## config.mk

```make
export PLATFORM = sky130hd
export DESIGN_NAME = boot_loader
export DESIGN_NICKNAME = d
export VERILOG_FILES = /design/src/rtl/boot_loader.sv
export SDC_FILE = /design/constraint.sdc
export NUM_CORES = 1
export LEC_CHECK = 0
export ABC_AREA = 1
export CAP_MARGIN = 10
export CORE_AREA = 2 2 422 424
export DETAILED_ROUTE_END_ITERATION = 10
export DIE_AREA = 0 0 424 426
export PLACE_DENSITY_LB_ADDON = 0.08
export SKIP_CTS_REPAIR_TIMING = 1
export SLEW_MARGIN = 20
export SYNTH_ARGS = -nofsm -noshare
export SYNTH_HDL_FRONTEND = slang
export SYNTH_SLANG_ARGS = --single-unit
```

## constraint.sdc

```tcl
create_clock -name clk -period 3.66 [get_ports clk]
set_clock_uncertainty 0.2 [all_clocks]
set_input_delay 0.732 -clock clk [delete_from_list [all_inputs] [get_ports clk]]
set_output_delay 0.732 -clock clk [all_outputs]
set_load 0.05 [all_outputs]
```

## src/rtl/boot_loader.sv

```systemverilog
// boot_loader
// Reset sequencer and memory preloader for the processor core. After reset
// it holds the core in reset for RESET_CYCLES cycles. It then streams N_CH
// byte images word by word over one shared valid/ready write port, and
// finally releases the core. A start pulse while the core runs re-boots it.
//
// Ports:
//   clk, reset_n     clock, asynchronous active-low reset
//   start            re-boot request, honoured only while the core runs
//   image_i, len_i   byte images and their lengths per channel (stable while busy_o)
//   wr_valid_o, wr_ch_o, wr_addr_o, wr_data_o, wr_ready_i
//                    write beat (little-endian word, word-aligned byte address)
//   core_reset_n_o   active-low reset to the core
//   busy_o           high while holding or loading
//   done_o           one-cycle pulse at boot completion
//   err_o            sticky: a length exceeded MAX_BYTES during this boot
module boot_loader #(
  parameter int N_CH         = 2,
  parameter int WORD_BYTES   = 4,
  parameter int MAX_BYTES    = 64,
  parameter int RESET_CYCLES = 10,
  parameter int ADDR_W       = $clog2(MAX_BYTES)
) (
  input  logic                                 clk,
  input  logic                                 reset_n,
  input  logic                                 start,
  input  logic [N_CH-1:0][MAX_BYTES-1:0][7:0]  image_i,
  input  logic [N_CH-1:0][ADDR_W:0]            len_i,
  output logic                                 wr_valid_o,
  output logic [((N_CH > 1) ? $clog2(N_CH) : 1)-1:0] wr_ch_o,
  output logic [ADDR_W-1:0]                    wr_addr_o,
  output logic [WORD_BYTES*8-1:0]              wr_data_o,
  input  logic                                 wr_ready_i,
  output logic                                 core_reset_n_o,
  output logic                                 busy_o,
  output logic                                 done_o,
  output logic                                 err_o
);

  localparam int CH_W   = (N_CH > 1) ? $clog2(N_CH) : 1;
  localparam int CNT_W  = (RESET_CYCLES > 1) ? $clog2(RESET_CYCLES) : 1;
  localparam int DATA_W = WORD_BYTES * 8;

  localparam logic [1:0] ST_HOLD = 2'd0;
  localparam logic [1:0] ST_LOAD = 2'd1;
  localparam logic [1:0] ST_RUN  = 2'd2;

  logic [1:0]                  state_q, state_d;
  logic [CNT_W-1:0]            cnt_q, cnt_d;
  logic [N_CH-1:0][ADDR_W:0]   len_q, len_d;
  logic                        valid_q, valid_d;
  logic [CH_W-1:0]             ch_q, ch_d;
  logic [ADDR_W-1:0]           addr_q, addr_d;
  logic [DATA_W-1:0]           data_q, data_d;
  logic                        core_rst_n_q, core_rst_n_d;
  logic                        busy_q, busy_d;
  logic                        done_q, done_d;
  logic                        err_q, err_d;

  logic [N_CH-1:0][ADDR_W:0]   len_clamped;
  logic                        over_max;
  logic [CH_W:0]               pick;
  logic                        to_run;

  // Gathers one little-endian word of a channel image; bytes at or past the
  // image length read as zero. addr is word aligned and MAX_BYTES is a whole
  // number of words, so any byte below len is a legal image index.
  function automatic logic [DATA_W-1:0] pack_word(input logic [CH_W-1:0]   ch,
                                                   input logic [ADDR_W-1:0] addr,
                                                   input logic [ADDR_W:0]   len);
    logic [DATA_W-1:0] w;
    logic [ADDR_W+1:0] idx;
    w = '0;
    for (int k = 0; k < WORD_BYTES; k++) begin
      idx = {2'b00, addr} + (ADDR_W+2)'(k);
      if (idx < {1'b0, len}) begin
        w[8*k +: 8] = image_i[ch][idx[ADDR_W-1:0]];
      end
    end
    return w;
  endfunction

  // Lowest channel at or above 'from' with a nonzero length: {found, index}.
  function automatic logic [CH_W:0] find_ch(input logic [N_CH-1:0][ADDR_W:0] lens,
                                             input int from);
    logic [CH_W:0] res;
    res = '0;
    for (int i = N_CH - 1; i >= 0; i--) begin
      if (i >= from && lens[i] != '0) begin
        res = {1'b1, CH_W'(i)};
      end
    end
    return res;
  endfunction

  // Oversized lengths are clamped to the image capacity and flagged.
  always_comb begin
    over_max    = 1'b0;
    len_clamped = '0;
    for (int i = 0; i < N_CH; i++) begin
      if (len_i[i] > (ADDR_W+1)'(MAX_BYTES)) begin
        len_clamped[i] = (ADDR_W+1)'(MAX_BYTES);
        over_max       = 1'b1;
      end else begin
        len_clamped[i] = len_i[i];
      end
    end
  end

  // Sequencer: hold count, beat walk across channels, run/re-boot.
  always_comb begin
    state_d      = state_q;
    cnt_d        = cnt_q;
    len_d        = len_q;
    valid_d      = valid_q;
    ch_d         = ch_q;
    addr_d       = addr_q;
    data_d       = data_q;
    core_rst_n_d = core_rst_n_q;
    busy_d       = busy_q;
    done_d       = 1'b0;
    err_d        = err_q;
    pick         = '0;
    to_run       = 1'b0;

    case (state_q)
      ST_HOLD: begin
        cnt_d = cnt_q + CNT_W'(1);
        if (cnt_q == CNT_W'(RESET_CYCLES - 1)) begin
          state_d = ST_LOAD;
          cnt_d   = '0;
          len_d   = len_clamped;
          err_d   = over_max;
          pick    = find_ch(len_clamped, 0);
          // With no nonzero channel, valid stays low and LOAD exits at once.
          if (pick[CH_W]) begin
            valid_d = 1'b1;
            ch_d    = pick[CH_W-1:0];
            addr_d  = '0;
            data_d  = pack_word(pick[CH_W-1:0], '0, len_clamped[pick[CH_W-1:0]]);
          end
        end
      end

      ST_LOAD: begin
        if (!valid_q) begin
          to_run = 1'b1;
        end else if (wr_ready_i) begin
          if (({2'b00, addr_q} + (ADDR_W+2)'(WORD_BYTES)) < {1'b0, len_q[ch_q]}) begin
            addr_d = addr_q + ADDR_W'(WORD_BYTES);
            data_d = pack_word(ch_q, addr_q + ADDR_W'(WORD_BYTES), len_q[ch_q]);
          end else begin
            pick = find_ch(len_q, int'(ch_q) + 1);
            if (pick[CH_W]) begin
              ch_d   = pick[CH_W-1:0];
              addr_d = '0;
              data_d = pack_word(pick[CH_W-1:0], '0, len_q[pick[CH_W-1:0]]);
            end else begin
              to_run = 1'b1;
            end
          end
        end
        if (to_run) begin
          state_d      = ST_RUN;
          valid_d      = 1'b0;
          ch_d         = '0;
          addr_d       = '0;
          data_d       = '0;
          core_rst_n_d = 1'b1;
          busy_d       = 1'b0;
          done_d       = 1'b1;
        end
      end

      ST_RUN: begin
        if (start) begin
          state_d      = ST_HOLD;
          cnt_d        = '0;
          core_rst_n_d = 1'b0;
          busy_d       = 1'b1;
          err_d        = 1'b0;
        end
      end

      default: begin
        state_d      = ST_HOLD;
        cnt_d        = '0;
        valid_d      = 1'b0;
        core_rst_n_d = 1'b0;
        busy_d       = 1'b1;
      end
    endcase
  end

  always_ff @(posedge clk or negedge reset_n) begin
    if (!reset_n) begin
      state_q      <= ST_HOLD;
      cnt_q        <= '0;
      len_q        <= '0;
      valid_q      <= 1'b0;
      ch_q         <= '0;
      addr_q       <= '0;
      data_q       <= '0;
      core_rst_n_q <= 1'b0;
      busy_q       <= 1'b1;
      done_q       <= 1'b0;
      err_q        <= 1'b0;
    end else begin
      state_q      <= state_d;
      cnt_q        <= cnt_d;
      len_q        <= len_d;
      valid_q      <= valid_d;
      ch_q         <= ch_d;
      addr_q       <= addr_d;
      data_q       <= data_d;
      core_rst_n_q <= core_rst_n_d;
      busy_q       <= busy_d;
      done_q       <= done_d;
      err_q        <= err_d;
    end
  end

  assign wr_valid_o     = valid_q;
  assign wr_ch_o        = ch_q;
  assign wr_addr_o      = addr_q;
  assign wr_data_o      = data_q;
  assign core_reset_n_o = core_rst_n_q;
  assign busy_o         = busy_q;
  assign done_o         = done_q;
  assign err_o          = err_q;

endmodule

```

== Word level (Yosys, flattened, before mapping) ==
Cells that the tools add are included.
Storage, ports and cells
  flip-flop bits (word level): 64
  latch bits: 0
  memory bits (writable): 0
  memory bits (read-only): 0
  input port bits: 1042
  output and inout port bits: 44
  logic and storage cells: 170
  memories kept: 0
Operators by class
  $add $sub $neg: 7
  multiply operators: 0
  divide/modulo/power cells: 0
  $lt $le $gt $ge: 24
  eq/ne operators: 12
  shift-type cells: 0
  mux-type cells: 95
  bitwise logic cells: 3
  reduce and logical (&&, ||, !) cells: 17
Operator list (count)
  $mux 512: 2
  $mux 32: 11
  $bmux 8 s6: 4
  $mux 8: 16
  $pmux 32 s2: 1
  $mux 7: 8
  $mux 6: 7
  $lt 1x7->1 const A: 4
  $lt 2x7->1 const A: 4
  $lt 6x7->1 const B: 4
  $lt 7x7->1: 4
  $reduce_bool 7->1: 4
  $mux 2: 13
  $mux 1: 23
  $add 6x2->7 const B: 2
  $gt 7x7->1 const B: 2
  $ne 3x3->1 const B: 4
  $pmux 4 s3: 1
  $pmux 6 s2: 1
  $pmux 1 s3: 3
  $reduce_and 3->1: 3
  $mux 4: 2
  $ne 2x2->1 const B: 4
  $add 6x1->7 const B: 1
  21 further kinds: 30

== Depth between registers and ports, before layout ==
  word-level depth: 19
  depth in mapped cells: 21
  mapped depth without buffers: 17

== Least setup slack after synthesis ==
No wires, ideal clock.
  kind: flip-flop to flip-flop
  start point: reg addr_q[2], in the netlist wr_addr_o[2]
  end point: reg data_q[24], in the netlist wr_data_o[24]
  library setup time: 0.077 ns
  data arrival time: 3.566 ns
  data required time: 3.383 ns
  setup slack: -0.183 ns
  stages on the path, launching flop included: 20
  path buffers: 6
  clock period less this slack: 3.843 ns
  cells stage by stage: dfrtp_1 buf_2 inv_1 buf_2 buf_1 ha_1 inv_1 clkbuf_1 clkbuf_1 ha_1 inv_1 nor2_1 nand3_1 nand2_4 nand3_4 nand2_4 nor2_8 buf_4 nand2_1 a21oi_1
On the way
  cells in the longest elaborated chain, start to end: 10
  elaborated cells between the ends (all ways): 21
  those cells by class: 3 x add/sub; 2 x order compare; 3 x eq/ne; 12 x mux; 1 x reduce/logical
RTL lines
  start, declared: line 53  | logic [ADDR_W-1:0] addr_q, addr_d;
  start signal, assigned: line 214  | addr_q <= addr_d;
  $add 6x3->6: line 151  | data_d = pack_word(ch_q, addr_q + ADDR_W'(WORD_BYTES), len_q[ch_q]);
  $add 6x2->7: line 75  | idx = {2'b00, addr} + (ADDR_W+2)'(k);
  $bmux 8 s6: line 77  | w[8*k +: 8] = image_i[ch][idx[ADDR_W-1:0]];
  $mux 8 (not written as such): line 77
  $mux 8: line 76  | if (idx < {1'b0, len}) begin
  $mux 32: line 149  | if (({2'b00, addr_q} + (ADDR_W+2)'(WORD_BYTES)) < {1'b0, len_q[ch_q]}) begin
  $mux 32: line 148  | end else if (wr_ready_i) begin
  $mux 32: line 146  | if (!valid_q) begin
  $mux 32: line 163  | if (to_run) begin
  $pmux 32 s2: line 126  | case (state_q)
  end signal, assigned: line 215  | data_q <= data_d;
  end, declared: line 54  | logic [DATA_W-1:0] data_q, data_d;
Parallel ways exist; a longest one is shown, timed or not. The select of a mux whose other input is x is not followed.
A chain may end at the register's enable or synchronous reset.

== Final worst setup path ==
  start point: reg ch_q, in the netlist wr_ch_o
  end point: reg data_q[7], in the netlist wr_data_o[7]
On the way
  cells in the longest elaborated chain, start to end: 19
  elaborated cells between the ends (all ways): 41
  those cells by class: 1 x add/sub; 5 x order compare; 3 x eq/ne; 29 x mux; 3 x reduce/logical
RTL lines
  start, declared: line 52  | logic [CH_W-1:0] ch_q, ch_d;
  start signal, assigned: line 213  | ch_q <= ch_d;
  $add 1x1->2: line 153  | pick = find_ch(len_q, int'(ch_q) + 1);
  $ge 1x2->1: line 89  | if (i >= from && lens[i] != '0) begin
  $logic_and 1x1->1: line 89
  $mux 2 (2 in a row): line 89
  $mux 2: line 149
  $mux 2: line 148
  $mux 2: line 146
  $mux 2: line 126
  $mux 7 (not written as such) (2 in a row): line 157  | data_d = pack_word(pick[CH_W-1:0], '0, len_q[pick[CH_W-1:0]]);
  $lt 1x7->1: line 76
  $mux 8: line 76
  $mux 32: line 154  | if (pick[CH_W]) begin
  $mux 32: line 149
  $mux 32: line 148
  $mux 32: line 146
  $mux 32: line 163
  $pmux 32 s2: line 126
Parallel ways exist; a longest one is shown, timed or not. The select of a mux whose other input is x is not followed.

==> impl_metrics.toml <==
[run_status]
outcome = "complete, no violations"

[worst_setup_path]
cp_max_fo = 21
r2r_slack_ns = 0.33
crit_arrival_ns = 3.44
worstReg2RegStart = "wr_ch_o$_DFFE_PN0P_"
r2r_end = "wr_data_o[7]$_DFFE_PN0P_"
cp.required_ns = 3.77
crit_type = "register to register"
endpoint_kind = "register"
reg2reg_depth = 11
cp-start-kind = "register"

[final_layout]
layout_commonest_cell = "nand2_1"
layout.cells.non_filler = 6380
fill_cells = 20642
post_route_cells_drive_above_1_share_pct = 4.30
area_growth_pct = 97.2
nets = 5029
final_cell_mix = "nand2_1 (1102), clkdlybuf4s50_1 (1082), nand3_1 (804)"

[synthesis]
synth_top_area_share_pct = 27.9
synth_area_mm2 = 0.0148
ys.flop_type = "dfrtp_1"
yosys.area.top_type = "nand2_1"
async_reset_ff_share_pct = 100
synthDistinctLibCells = 44
syn_avg_cell_area_um2 = 4.92
yosys_register_bits = 62
synth_area_leaders = "nand2_1 (28%), nand3_1 (27%), dfrtp_1 (10%), nor2_1 (6.6%), o21ai_0 (6.4%)"
synth-edff-count = 0
yosysWarnings = 0
synth_seq_area_share_pct = 10.5
synth_cells = 3017

[cts]
cts_tree = "built"
clk_latency_ns = 0.38
ctsHtreeMaxLevel = 3
clk_pin_slew_ns = 0.07
cts-root-buf = "clkbuf_16"
cts.sinks = 62
cts_buffers = 9
clockBufferDepth = 2

[sta]
setup_viol = 0
fmax_mhz = 300
period_needed_ns = 3.33
relSlewSlack_pct = 37.8
rsz0062_at_grt = "no"
tightestPinTransition_ns = 0.924
holdWs_ns = 0.152
finalSetupTns_ns = 0
final_hold_viol_count = 0
fin_crit_sh_pct = 91.0
slew_viol_final = 0

[power_and_ir_drop]
power_density_mw_per_mm2 = 533
peakVddDrop_uv = 272
power_switching_w = 0.00962
p_clk_share_pct = 6.5
seqPwrFrac_pct = 8.7
p_sw_share_pct = 61.7
p_comb_share_pct = 84.8
p_leak_nw = 11.7
p_int_w = 0.00597

[detailed_routing]
routed_wl_mm = 185
avgRoutedWirePerCell_um = 29.0
drc_errors = 0
via_count = 24719
dr.pass1.iters = 8
ant_nets = 0
drt_iter0_markers = 1689
avgViaCountPerCell = 3.87

[run]
maxCapViolations = 0

[floorplanning]
die_area_mm2 = 0.181
die_y_um = 426
coreArea_mm2 = 0.176
initial_core_util_pct = 8.45
die_w_um = 424
io_pins = 1086
rows = 154

[global_route]
overflow = 0
grt_pass1_wl_mm = 240
antenna_found_initial = 144
grt_max_degree = 106
grt_pass1_vias = 25421
grt_use_total_pct = 19.6

[place]
hpwlAfterDp_mm = 157
io_buffers = 1083
dp.cells = 6302
gp_congestion = 0.861

[worst_hold_path]
hold_path_class = "primary input to asynchronous set/reset pin"
-- critical path, stage by stage, from the launching register on --
cell      delay [ns]
dfrtp_4         0.62
o21ai_0         0.38
buf_4           0.22
ha_1            0.24
inv_1           0.06
nor2_1          0.05
a21boi_0        0.15
and2_1          0.47
nand3_1         0.40
nand2_1         0.22
nand3_1         0.11
a21oi_1         0.13
-- synthesized netlist by cell type (5+ instances only) --
cell type  number
nand2_1      1103
nand3_1       804
nor2_1        261
o21ai_0       190
a21oi_1       115
clkbuf_1      103
inv_1          99
buf_2          96
dfrtp_1        61
o211ai_1       51
buf_1          30
buf_4          20
ha_1           14
o2111ai_1       8
nand2_2         6
buf_6           5
inv_2           5
-- stage by stage --
| step | worst slack [ns] | total power (W) | cell area [um^2] | util, % |
|---|---|---|---|---|
| floorplan | 0.0107 | 0.00814 | 14900 | - |
| global placement | 0.0725 | 0.0150 | 28800 | 16.4 |
| detailed placement | 0.0699 | 0.0150 | 28800 | 16.4 |
| CTS | 0.173 | 0.0161 | 29100 | 16.6 |
| global route | 0.0457 | 0.0170 | 29200 | 16.6 |
| finish | 0.331 | 0.0156 | 29300 | 16.7 |
-- logic make-up (layout without fill, tap and decap cells) --
group           count (synthesis)  count (layout)  share of synthesized area, %
simple gates                 2197            2197                          63.3
fa+ha+maj                      14              14                          1.18
compound gates                376             376                          14.0
buf+inv                       361            1320                          10.7
flops                          62              62                          10.5
other cells                     1              65                        0.0253
xor+xnor                        6               6                         0.405
-- final cells by class --
| class | instances | area (um^2) | share of cell area [%] |
|---|---|---|---|
| timing repair buffer | 1197 | 12100 | 41.4 |
| multi-input combinational | 2596 | 11800 | 40.2 |
| tap | 2340 | 2930 | 10.0 |
| sequential | 62 | 1560 | 5.33 |
| inverter | 107 | 424 | 1.45 |
| clock buffer | 10 | 229 | 0.782 |
| antenna | 62 | 155 | 0.530 |
| clock inverter | 6 | 86.3 | 0.295 |
-- flip-flops by register name (all words and copies together), names as in the netlist, 2 cells and up --
signal	flops
state_q	2
wr_data_o	32
cnt_q	4
len_q	14
wr_addr_o	4
-- power by group through the flow --
stage | Sequential [W] | Combinational [W] | Clock (W)
3_5_place_dp | 0.00139 | 0.0136 | 0
4_1_cts | 0.00138 | 0.0136 | 0.00105
3_3_place_gp | 0.00140 | 0.0136 | 0
2_1_floorplan | 0.00192 | 0.00623 | 0
6_report | 0.00135 | 0.0132 | 0.00101
5_1_grt | 0.00141 | 0.0146 | 0.00107
-- how the worst max path moves through the flow --
stage / slack, ns / depth (start not counted) / start / endpoint
after floorplan: 0.01 / 19 / wr_addr_o[2]$_DFFE_PN0P_ / wr_data_o[24]$_DFFE_PN0P_
after global placement: 0.07 / 11 / image_i[7] / wr_data_o[7]$_DFFE_PN0P_
after detailed placement: 0.07 / 11 / image_i[7] / wr_data_o[7]$_DFFE_PN0P_
after CTS: 0.17 / 11 / wr_ch_o$_DFFE_PN0P_ / wr_data_o[7]$_DFFE_PN0P_
after global routing: 0.05 / 11 / wr_ch_o$_DFFE_PN0P_ / wr_data_o[7]$_DFFE_PN0P_
final: 0.33 / 11 / wr_ch_o$_DFFE_PN0P_ / wr_data_o[7]$_DFFE_PN0P_
-- layer usage --
| layer | part of all wire, % | global-route usage [%] | vias to the layer above |
|---|---|---|---|
| met1 | 43 | 24.2 | 11549 |
| met3 | 8.3 | 7.23 | 227 |
| met4 | 1.9 | 5.74 | 86 |
| met5 | 0.33 | 0 | - |
| li1 | - | - | 11985 |
| met2 | 47 | 31.7 | 872 |
Power figures use the tool's default switching activity.
